$ cat src/rtl/tt_bist_pkg.sv
// Shared types and helpers for the tt_um_* BIST harness.
// Holds the FSM state encoding, default polynomials and the Galois shift step.
package tt_bist_pkg;

  typedef enum logic [1:0] {
    IDLE  = 2'd0,
    RUN   = 2'd1,
    DRAIN = 2'd2,
    DONE  = 2'd3
  } bist_state_t;

  localparam int unsigned GALOIS_MAX_W = 64;

  localparam logic [7:0]  DEF_LFSR_POLY = 8'h1D;
  localparam logic [7:0]  DEF_LFSR_SEED = 8'h01;
  localparam logic [15:0] DEF_MISR_POLY = 16'h1021;

  // One Galois step over the low `width` bits: shift left, fold the dropped MSB back through poly.
  function automatic logic [GALOIS_MAX_W-1:0] galois_step(
    input logic [GALOIS_MAX_W-1:0] value,
    input logic [GALOIS_MAX_W-1:0] poly,
    input int unsigned             width
  );
    logic [GALOIS_MAX_W-1:0] mask;
    logic [GALOIS_MAX_W-1:0] res;
    logic                    msb;
    mask = (width >= GALOIS_MAX_W) ? '1
                                   : ((GALOIS_MAX_W'(1) << width) - GALOIS_MAX_W'(1));
    msb  = (width == 0) ? 1'b0 : |((value >> (width - 1)) & GALOIS_MAX_W'(1));
    res  = (value << 1) & mask;
    if (msb) begin
      res = res ^ (poly & mask);
    end
    return res;
  endfunction

endpackage

$ cat src/rtl/tt_galois_reg.sv
// Loadable Galois shift register with a parallel data input.
// Serves as the stimulus LFSR (din tied to zero) and as the response MISR.
module tt_galois_reg
  import tt_bist_pkg::*;
#(
  parameter int unsigned      WIDTH = 8,
  parameter logic [WIDTH-1:0] POLY  = WIDTH'(DEF_LFSR_POLY)
) (
  input  logic             clk,
  input  logic             rst,
  input  logic             en,
  input  logic             load,
  input  logic [WIDTH-1:0] load_val,
  input  logic [WIDTH-1:0] din,
  output logic [WIDTH-1:0] q
);

  logic [WIDTH-1:0] step;

  always_comb begin
    step = WIDTH'(galois_step(GALOIS_MAX_W'(q), GALOIS_MAX_W'(POLY), WIDTH)) ^ din;
  end

  // Load takes priority over stepping so a restart always begins from load_val.
  always_ff @(posedge clk) begin
    if (rst) begin
      q <= '0;
    end else if (load) begin
      q <= load_val;
    end else if (en) begin
      q <= step;
    end
  end

endmodule

$ cat src/rtl/tt_bist_harness.sv
// Self-contained BIST engine: LFSR stimulus into a tt_um_* design, MISR response
// compaction with configurable latency, and a golden-signature pass/fail verdict.
module tt_bist_harness
  import tt_bist_pkg::*;
#(
  parameter int unsigned       IN_W       = 8,
  parameter int unsigned       OUT_W      = 8,
  parameter int unsigned       SIG_W      = 16,
  parameter int unsigned       NUM_CYCLES = 256,
  parameter int unsigned       RESP_LAT   = 1,
  parameter logic [IN_W-1:0]   LFSR_POLY  = IN_W'(DEF_LFSR_POLY),
  parameter logic [IN_W-1:0]   LFSR_SEED  = IN_W'(DEF_LFSR_SEED),
  parameter logic [SIG_W-1:0]  MISR_POLY  = SIG_W'(DEF_MISR_POLY)
) (
  input  logic             clk,
  input  logic             rst,
  input  logic             start,
  input  logic             abort,
  input  logic [SIG_W-1:0] golden_sig,
  output logic [IN_W-1:0]  stim_out,
  output logic             stim_valid,
  input  logic [OUT_W-1:0] resp_in,
  output logic             busy,
  output logic             done,
  output logic             pass,
  output logic [SIG_W-1:0] signature
);

  localparam int unsigned CNT_W   = $clog2(NUM_CYCLES + 1);
  localparam int unsigned DRAIN_W = 4;
  localparam logic [IN_W-1:0] SEED_EFF = (LFSR_SEED == '0) ? IN_W'(1) : LFSR_SEED;

  bist_state_t         state;
  bist_state_t         next_state;
  logic [CNT_W-1:0]    cnt;
  logic [DRAIN_W-1:0]  drain_cnt;
  logic [RESP_LAT-1:0] vpipe;
  logic [IN_W-1:0]     lfsr_q;
  logic [SIG_W-1:0]    misr_q;

  logic                launch;
  logic                last_run;
  logic                last_drain;
  logic                capture;
  logic [IN_W-1:0]     lfsr_step;
  logic [SIG_W-1:0]    misr_d;

  logic [IN_W-1:0]     stim_out_d;
  logic                stim_valid_d;
  logic                busy_d;
  logic                done_d;
  logic                pass_d;

  always_comb begin
    launch     = start && !abort && ((state == IDLE) || (state == DONE));
    last_run   = (cnt == CNT_W'(NUM_CYCLES - 1));
    last_drain = (drain_cnt == DRAIN_W'(RESP_LAT - 1));
    capture    = vpipe[RESP_LAT-1] && !abort;
    lfsr_step  = IN_W'(galois_step(GALOIS_MAX_W'(lfsr_q), GALOIS_MAX_W'(LFSR_POLY), IN_W));
    misr_d     = capture
               ? (SIG_W'(galois_step(GALOIS_MAX_W'(misr_q), GALOIS_MAX_W'(MISR_POLY), SIG_W))
                  ^ SIG_W'(resp_in))
               : misr_q;
  end

  tt_galois_reg #(
    .WIDTH (IN_W),
    .POLY  (LFSR_POLY)
  ) u_lfsr (
    .clk      (clk),
    .rst      (rst),
    .en       ((state == RUN) && !abort),
    .load     (launch),
    .load_val (SEED_EFF),
    .din      ('0),
    .q        (lfsr_q)
  );

  tt_galois_reg #(
    .WIDTH (SIG_W),
    .POLY  (MISR_POLY)
  ) u_misr (
    .clk      (clk),
    .rst      (rst),
    .en       (capture),
    .load     (launch),
    .load_val ('0),
    .din      (SIG_W'(resp_in)),
    .q        (misr_q)
  );

  always_ff @(posedge clk) begin
    if (rst) begin
      state <= IDLE;
    end else begin
      state <= next_state;
    end
  end

  always_comb begin
    next_state = state;
    if (abort) begin
      next_state = IDLE;
    end else begin
      case (state)
        IDLE:    if (start)      next_state = RUN;
        RUN:     if (last_run)   next_state = DRAIN;
        DRAIN:   if (last_drain) next_state = DONE;
        DONE:    if (start)      next_state = RUN;
        default: next_state = IDLE;
      endcase
    end
  end

  // Next values of the registered outputs; the first vector of a run is the seed.
  always_comb begin
    stim_valid_d = (next_state == RUN);
    stim_out_d   = '0;
    busy_d       = (next_state == RUN) || (next_state == DRAIN);
    done_d       = (next_state == DONE);
    pass_d       = pass;
    if (next_state == RUN) begin
      stim_out_d = launch ? SEED_EFF : lfsr_step;
    end
    if (launch || abort) begin
      pass_d = 1'b0;
    end else if ((state == DRAIN) && last_drain) begin
      pass_d = (misr_d == golden_sig);
    end
  end

  always_ff @(posedge clk) begin
    if (rst) begin
      stim_out   <= '0;
      stim_valid <= 1'b0;
      busy       <= 1'b0;
      done       <= 1'b0;
      pass       <= 1'b0;
    end else begin
      stim_out   <= stim_out_d;
      stim_valid <= stim_valid_d;
      busy       <= busy_d;
      done       <= done_d;
      pass       <= pass_d;
    end
  end

  always_ff @(posedge clk) begin
    if (rst || launch) begin
      cnt <= '0;
    end else if ((state == RUN) && !abort) begin
      cnt <= cnt + CNT_W'(1);
    end
  end

  always_ff @(posedge clk) begin
    if (rst || (state != DRAIN)) begin
      drain_cnt <= '0;
    end else begin
      drain_cnt <= drain_cnt + DRAIN_W'(1);
    end
  end

  // Delays stim_valid by the response latency to mark MISR capture cycles.
  always_ff @(posedge clk) begin
    if (rst || abort) begin
      vpipe <= '0;
    end else begin
      vpipe <= RESP_LAT'({vpipe, stim_valid});
    end
  end

  assign signature = misr_q;

endmodule

$ cat config.mk
export PLATFORM = sky130hd
export DESIGN_NAME = tt_bist_harness
export DESIGN_NICKNAME = d
export VERILOG_FILES = /design/src/rtl/tt_bist_pkg.sv /design/src/rtl/tt_galois_reg.sv /design/src/rtl/tt_bist_harness.sv
export SDC_FILE = /design/constraint.sdc
export NUM_CORES = 1
export LEC_CHECK = 0
export ABC_AREA = 1
export CORE_ASPECT_RATIO = 1.75
export CORE_UTILIZATION = 51
export CTS_CLUSTER_DIAMETER = 100
export DETAILED_ROUTE_END_ITERATION = 8
export GPL_TIMING_DRIVEN = 0
export PLACE_DENSITY = 0.78
export SLEW_MARGIN = 10
export SYNTH_ARGS = -nofsm -noshare
export SYNTH_HDL_FRONTEND = slang
export SYNTH_SLANG_ARGS = --single-unit
$ cat constraint.sdc
create_clock -name clk -period 2.6 [get_ports clk]
set_input_delay 0.26 -clock clk [delete_from_list [all_inputs] [get_ports clk]]
set_output_delay 0.26 -clock clk [all_outputs]
set_load 0.1 [all_outputs]
==> metrics.md, run 1 <==
| Metric | Value |
|---|---|
| Final worst-path cycle share | 89.2% |
| Maximum operating frequency | 431 MHz |
| Final clock skew | 0.0135 ns |
| CP Buf/Inv Count | 1 |
| Violations in the final reports | design-rule violations |
| Proportion of synthesized chip area in sequential cells | 38.9% |
| Routed WL | 6030 µm |
| Final-layout worst hold slack | 0.459 ns |
| Insertion delay of the later-clocked pin in the worst-skew pair | 0.32 ns |
| Clock tree from TritonCTS | done |
| Power per cell area | 448 nW/µm² |
| Routed vias/inst | 4.97 |
| Number of buffers on the longest clock path | 2 |
| Required time at the worst-slack endpoint | 2.34 ns |
| Number of nets in the synthesized netlist | 432 |
| CTS buffer count | 5 |
| Number of violations of the max-capacitance limit | 0 |
| # port buffers | 55 |
| Fin Setup TNS | 0 ns |
| N_diodes | 0 |
| Number of global-route vias before repair | 2448 |
| Cts repair resizes | 0 |
| Cell chain of the critical path | clkdlybuf4s50_1 |
| Die Wd | 56.8 µm |
| Initial core utilization | 53.4% |
| Count of final hold-check violations | 0 |
| Number of nets with antenna violations after detailed routing | 0 |
| Synthesized instance count | 395 |
| Maximum fanout encountered on the critical timing path | 7 |
| Endpoint kind of the worst setup timing path | primary output |
| Leakage power of the design | 1.50 nW |
| Number of DRC violations after detailed routing | 16 |
| Filler instances | 469 |
| Routability Congestion | 0.802 |
| Slowest cell on the critical path | clkdlybuf4s50_1 |
| Cell type group with the largest total delay on the critical path | buffers and inverters |
| Layout Area Growth over Synthesis | 26.6% |
| Number of top-level design ports | 56 |
| Initial antenna violation count | 0 |
| Total number of yosys warnings | 0 |
| Outcome | finished with violations |
| Number of storage elements in the synthesis netlist | 52 |
| Buffers inserted by post-CTS timing repair | 0 |
| Core box area | 5020 µm² |
| Maximum number of pins on one net before global-route repair | 19 |
| Final Critical Period | 2.32 ns |
| Fraction of final layout cells sized beyond drive strength 1 | 6.33% |
| Count of TritonRoute iterations in the first routing pass | 6 |
| Hold buffer count at cts | 0 |
| Via count | 2547 |
| Total overflow reported by the global router | 0 |
| Kind of path behind the tightest hold check | reg -> reg |
| CP Class | reg -> out |
| WP data arrival | 2.06 ns |
| Mean instance size in the synthesized netlist | 6.78 µm² |
| Post-synth design cell area | 2680 µm² |
| Sum of net half-perimeters after detailed placement | 4690 µm |
| Net count of the finished layout | 494 |
| Unrepaired setup endpoints after global routing | false |
| Fin cells | 512 |
| Y dimension of the die | 97.9 µm |
| Type of origin of the critical path | register |
| Register clock-pin slew on the reported worst setup and hold paths | 0.11 ns |
| Worst relative slew slack | 33.0% |
| Core Rows | 34 |
| Cell total after placement | 504 |
| # H-tree levels | 2 |
| Max rail drop VDD | 412 µV |
| Master cell of the clock root buffer | clkbuf_8 |
| Number of setup violations in the final report | 0 |
| Global-route wire length before repair | 9780 µm |
| TritonCTS Sinks | 52 |
| Overall global routing resource usage | 22.6% |
| Final Max Tran Viols | 0 |
| Count of unique library cells instantiated by Yosys | 30 |
| Die Area | 5560 µm² |
| Violation count after the first detailed-routing iteration | 110 |
| Delay of the slowest cell on the worst path | 1.20 ns |
| Drt wl/cell | 11.8 µm |
| Slew at the pin closest to its max-slew limit | 1.00 ns |
## synth_stat cells, drive strengths merged
cell / number / area, µm²
nand3b: 13 / 97.6
or2: 3 / 18.8
clkbuf: 4 / 15.0
clkinv: 1 / 3.75
nand2: 122 / 488
nand4: 1 / 6.26
nor2: 40 / 158
a21oi: 20 / 104
xor2: 3 / 26.3
a31oi: 1 / 6.26
and2: 2 / 12.5
nor3b: 2 / 15.0
nor3: 7 / 35.0
buf: 7 / 66.3
nand3: 28 / 145
dfxtp: 52 / 1040
inv: 63 / 236
o21a: 1 / 7.51
ha: 9 / 113
xnor2: 1 / 8.76
o21ai: 15 / 75.1
## cell usage in the layout, fill, tap and decap left out, types with 2 or more instances in the layout
| master | synthesis | layout |
|---|---|---|
| nor2_1 | 39 | 39 |
| a21oi_1 | 19 | 19 |
| nand2_1 | 116 | 116 |
| buf_4 | 4 | 4 |
| ha_1 | 9 | 9 |
| clkdlybuf4s50_1 | 0 | 55 |
| nand3b_1 | 13 | 13 |
| inv_2 | 2 | 2 |
| dfxtp_1 | 52 | 52 |
| and2_1 | 2 | 2 |
| o21ai_0 | 15 | 15 |
| nand3_1 | 27 | 27 |
| clkinv_4 | 0 | 2 |
| nor3_1 | 7 | 7 |
| or2_2 | 3 | 3 |
| xor2_1 | 3 | 3 |
| nand2_4 | 3 | 3 |
| clkbuf_8 | 0 | 5 |
| nor3b_1 | 2 | 2 |
| clkbuf_1 | 4 | 4 |
| nand2_2 | 3 | 3 |
| inv_1 | 61 | 61 |
## kinds of logic (layout without fill, tap and decap cells)
family / count (synthesis) / after routing / synth area share [%]
AOI/OAI and AO/OA: 37 / 37 / 7.19
xor gates and xnor gates: 4 / 4 / 1.31
adders and majority gates: 9 / 9 / 4.20
buffers and inverters: 75 / 138 / 12.0
DFF: 52 / 52 / 38.9
and+or+nand+nor: 218 / 218 / 36.4
## per-layer routing
| layer | global-route usage (%) | vias to the layer above | wire [µm] |
|---|---|---|---|
| met5 | 0 | - | 0 |
| met4 | 13.9 | 0 | 209 |
| met3 | 4.50 | 14 | 270 |
| met2 | 43.3 | 57 | 3210 |
| met1 | 21.0 | 1131 | 2350 |
| li1 | - | 1345 | - |
## power by group
group	internal (mW)	switching, mW	leakage, nW
Sequential	0.807	0.00624	0.420
Combinational	0.0844	0.127	1.03
Clock	0.197	0.297	0.0487
## metrics by stage
| stage | instance area (µm²) | setup slack [ns] | util (%) | power [mW] |
|---|---|---|---|---|
| after floorplan | 2680 | 0.577 | - | 0.959 |
| after global placement | 3300 | 0.413 | 65.7 | 1.04 |
| after detailed placement | 3300 | 0.339 | 65.7 | 1.04 |
| after CTS | 3390 | 0.278 | 67.6 | 1.53 |
| after global routing | 3390 | 0.144 | 67.6 | 1.59 |
| final | 3390 | 0.280 | 67.6 | 1.52 |
## worst paths after layout
check / start / endpoint / slack, ns / cells past startpoint
worst min register to register: u_lfsr.q[4] / stim_out[5] / 0.46 / 2
worst min-delay path: u_lfsr.q[4] / stim_out[5] / 0.46 / 2
worst max-delay path: u_misr.q[15] / signature[15] / 0.28 / 1
worst max register to register: cnt[0] / stim_out[3] / 0.36 / 12
## final cells by class
| type | count | area [µm²] | share of cell area, % |
|---|---|---|---|
| clock buffers | 5 | 68.8 | 2.03 |
| multi-input cells | 268 | 1320 | 38.8 |
| flip-flops and latches | 52 | 1040 | 30.7 |
| clock inverters | 3 | 26.3 | 0.775 |
| inverters | 64 | 240 | 7.08 |
| repair buffers | 55 | 551 | 16.2 |
| well taps | 54 | 67.6 | 1.99 |
| plain buffers | 11 | 81.3 | 2.40 |
## flip-flops by register name, summed over array words and instances, names as in the netlist
| name | cells |
|---|---|
| u_misr.q | 16 |
| cnt | 9 |
| stim_out | 8 |
| u_lfsr.q | 8 |
| drain_cnt | 4 |
| state | 2 |
| busy | 1 |
| done | 1 |
| pass | 1 |
| stim_valid | 1 |
| vpipe | 1 |
(Power assumes the default switching activity.)
==> run 2: changes to the inputs <==
--- a/config.mk
+++ b/config.mk
@@ -11,8 +11,10 @@
 export CTS_CLUSTER_DIAMETER = 100
 export DETAILED_ROUTE_END_ITERATION = 8
 export GPL_TIMING_DRIVEN = 0
+export MAX_ROUTING_LAYER = met4
 export PLACE_DENSITY = 0.78
-export SLEW_MARGIN = 10
+export SETUP_SLACK_MARGIN = 0.02
+export SLEW_MARGIN = 30
 export SYNTH_ARGS = -nofsm -noshare
 export SYNTH_HDL_FRONTEND = slang
 export SYNTH_SLANG_ARGS = --single-unit
==> metrics.md, run 2 (synthesis gave the netlist of run 1 again) <==
| Metric | Value |
|---|---|
| Number of setup violations in the final report | 0 (unchanged) |
| Endpoint kind of the worst setup timing path | primary output |
| Worst relative slew slack | 33.0% (unchanged) |
| TritonCTS Sinks | 52 (unchanged) |
| Filler instances | 469 (unchanged) |
| Flip-flop count of the largest register after layout | 16 (unchanged) |
| Number of DRC violations after detailed routing | 16 (unchanged) |
| Core Rows | 34 (unchanged) |
| Largest registers | u_misr.q (16), cnt (9) |
| Register containing the most flip-flops in the final layout | u_misr.q |
| Final Max Tran Viols | 0 (unchanged) |
| Number of global-route vias before repair | 2448 (unchanged) |
| Buffers inserted by post-CTS timing repair | 0 (unchanged) |
| Delay of the slowest cell on the worst path | 1.20 ns (about the same) |
| CTS buffer count | 5 (unchanged) |
| Kind of path behind the tightest hold check | reg -> reg |
| Total overflow reported by the global router | 0 (unchanged) |
| Fraction of final layout cells sized beyond drive strength 1 | 6.33% (unchanged) |
| Clock tree from TritonCTS | done |
| Met3 wire length | 249 µm (-7.8%) |
| Die Area | 5560 µm² (unchanged) |
| Core box area | 5020 µm² (unchanged) |
| # port buffers | 55 (unchanged) |
| Total cell area at the placement stage | 3300 µm² (unchanged) |
| Register clock-pin slew on the reported worst setup and hold paths | 0.11 ns (about the same) |
| Required time at the worst-slack endpoint | 2.34 ns (about the same) |
| Final Critical Period | 2.32 ns (+0.000463 ns) |
| Master cell of the clock root buffer | clkbuf_8 |
| Fin Setup TNS | 0 ns (unchanged) |
| Y dimension of the die | 97.9 µm (unchanged) |
| Met1 Routed Length | 2360 µm (+0.68%) |
| Initial antenna violation count | 0 (unchanged) |
| N_diodes | 0 (unchanged) |
| Uppermost layer routed | met4 |
| Cell type group with the largest total delay on the critical path | buffers and inverters |
| Unrepaired setup endpoints after global routing | false |
| WP data arrival | 2.06 ns (about the same) |
| Final worst-path cycle share | 89.2% (about the same) |
| Maximum operating frequency | 431 MHz (about the same) |
| Cell chain of the critical path | clkdlybuf4s50_1 |
| Number of violations of the max-capacitance limit | 0 (unchanged) |
| Violation count after the first detailed-routing iteration | 113 (+2.7%) |
| Via count | 2548 (+0.039%) |
| Routed vias/inst | 4.98 (about the same) |
| Final cell area excluding filler cells | 3390 µm² (unchanged) |
| Cts repair resizes | 0 (unchanged) |
| Total Power Consumption | 1.52 mW (about the same) |
| Die Wd | 56.8 µm (unchanged) |
| Slew at the pin closest to its max-slew limit | 1.00 ns (unchanged) |
| CP Class | reg -> out |
| Max rail drop VDD | 410 µV (-0.51%) |
| DP Worst Slack | 0.339 ns (unchanged) |
| Most frequent cells in the layout | nand2_1, inv_1, clkdlybuf4s50_1 |
| Outcome | finished with violations |
| Hold buffer count at cts | 0 (unchanged) |
| Power per cell area | 448 nW/µm² (about the same) |
| Sum of net half-perimeters after detailed placement | 4690 µm (unchanged) |
| Net count of the finished layout | 494 (unchanged) |
| Drt wl/cell | 11.8 µm (about the same) |
| Global-route wire length before repair | 9800 µm (+0.21%) |
| Maximum number of pins on one net before global-route repair | 19 (unchanged) |
| Final critical-path setup slack | 0.280 ns (-0.000463 ns) |
| Number of top-level design ports | 56 (unchanged) |
| Util after Layout | 67.6% (unchanged) |
| Overall global routing resource usage | 23.3% (+0.69 points) |
| Leading cell type in the layout, fill and taps excluded | nand2_1 |
| Count of final hold-check violations | 0 (unchanged) |
| Count of TritonRoute iterations in the first routing pass | 6 (unchanged) |
| Met2 Routed Length | 3210 µm (unchanged) |
| Leakage power of the design | 1.50 nW (unchanged) |
| Type of origin of the critical path | register |
| Layout Area Growth over Synthesis | 26.6% (unchanged) |
| Number of buffers on the longest clock path | 2 (unchanged) |
| Routed WL | 6030 µm (about the same) |
| # H-tree levels | 2 (unchanged) |
| Final clock skew | 0.0142 ns (+0.000691 ns) |
| Initial core utilization | 53.4% (unchanged) |
| Maximum fanout encountered on the critical timing path | 7 (unchanged) |
| Routability Congestion | 0.814 (+1.4%) |
| Violations in the final reports | design-rule violations |
| Insertion delay of the later-clocked pin in the worst-skew pair | 0.32 ns (about the same) |
| Slowest cell on the critical path | clkdlybuf4s50_1 |
| CP Buf/Inv Count | 1 (unchanged) |
| Number of nets with antenna violations after detailed routing | 0 (unchanged) |
## run 2: cell counts in the layout (fill, tap and decap cells not counted)
Identical to the previous run, type by type.
## run 2: layer usage
| layer | global-route usage, % | vias up |
|---|---|---|
| li1 | - | 1345 |
| met3 | 4.24 | 14 |
| met5 | - | - |
| met4 | 13.9 | 0 |
| met2 | 43.3 | 57 |
| met1 | 21.3 | 1132 |
## run 2: power breakdown
part	switching, mW	internal, mW	total, mW
registers	0.00624	0.807	0.814
logic	0.127	0.0844	0.212
clock network	0.296	0.197	0.493
total	0.429	1.09	1.52
## run 2: path summary, 6_finish.rpt
kind | startpoint | to | slack, ns | depth (start not counted)
worst max-delay path | u_misr.q[15] | signature[15] | 0.28 | 1
worst min-delay path | u_lfsr.q[4] | stim_out[5] | 0.46 | 2
worst max register to register | cnt[0] | stim_out[3] | 0.36 | 12
worst min register to register | u_lfsr.q[4] | stim_out[5] | 0.46 | 2
## run 2: final cells by class
type	count	area, µm²	area share, %
Multi-Input combinational cell	268	1320	38.8
Sequential cell	52	1040	30.7
Timing Repair Buffer	55	551	16.2
Inverter	64	240	7.08
Buffer	11	81.3	2.40
Clock buffer	5	68.8	2.03
Tap cell	54	67.6	1.99
Clock inverter	3	26.3	0.775
## run 2: per-stage QoR
step | hold slack, ns | std cells
2_1_floorplan | 0.327 | 395
3_3_place_gp | 0.441 | 504
3_5_place_dp | 0.442 | 504
4_1_cts | 0.461 | 512
5_1_grt | 0.485 | 512
6_report | 0.459 | 512
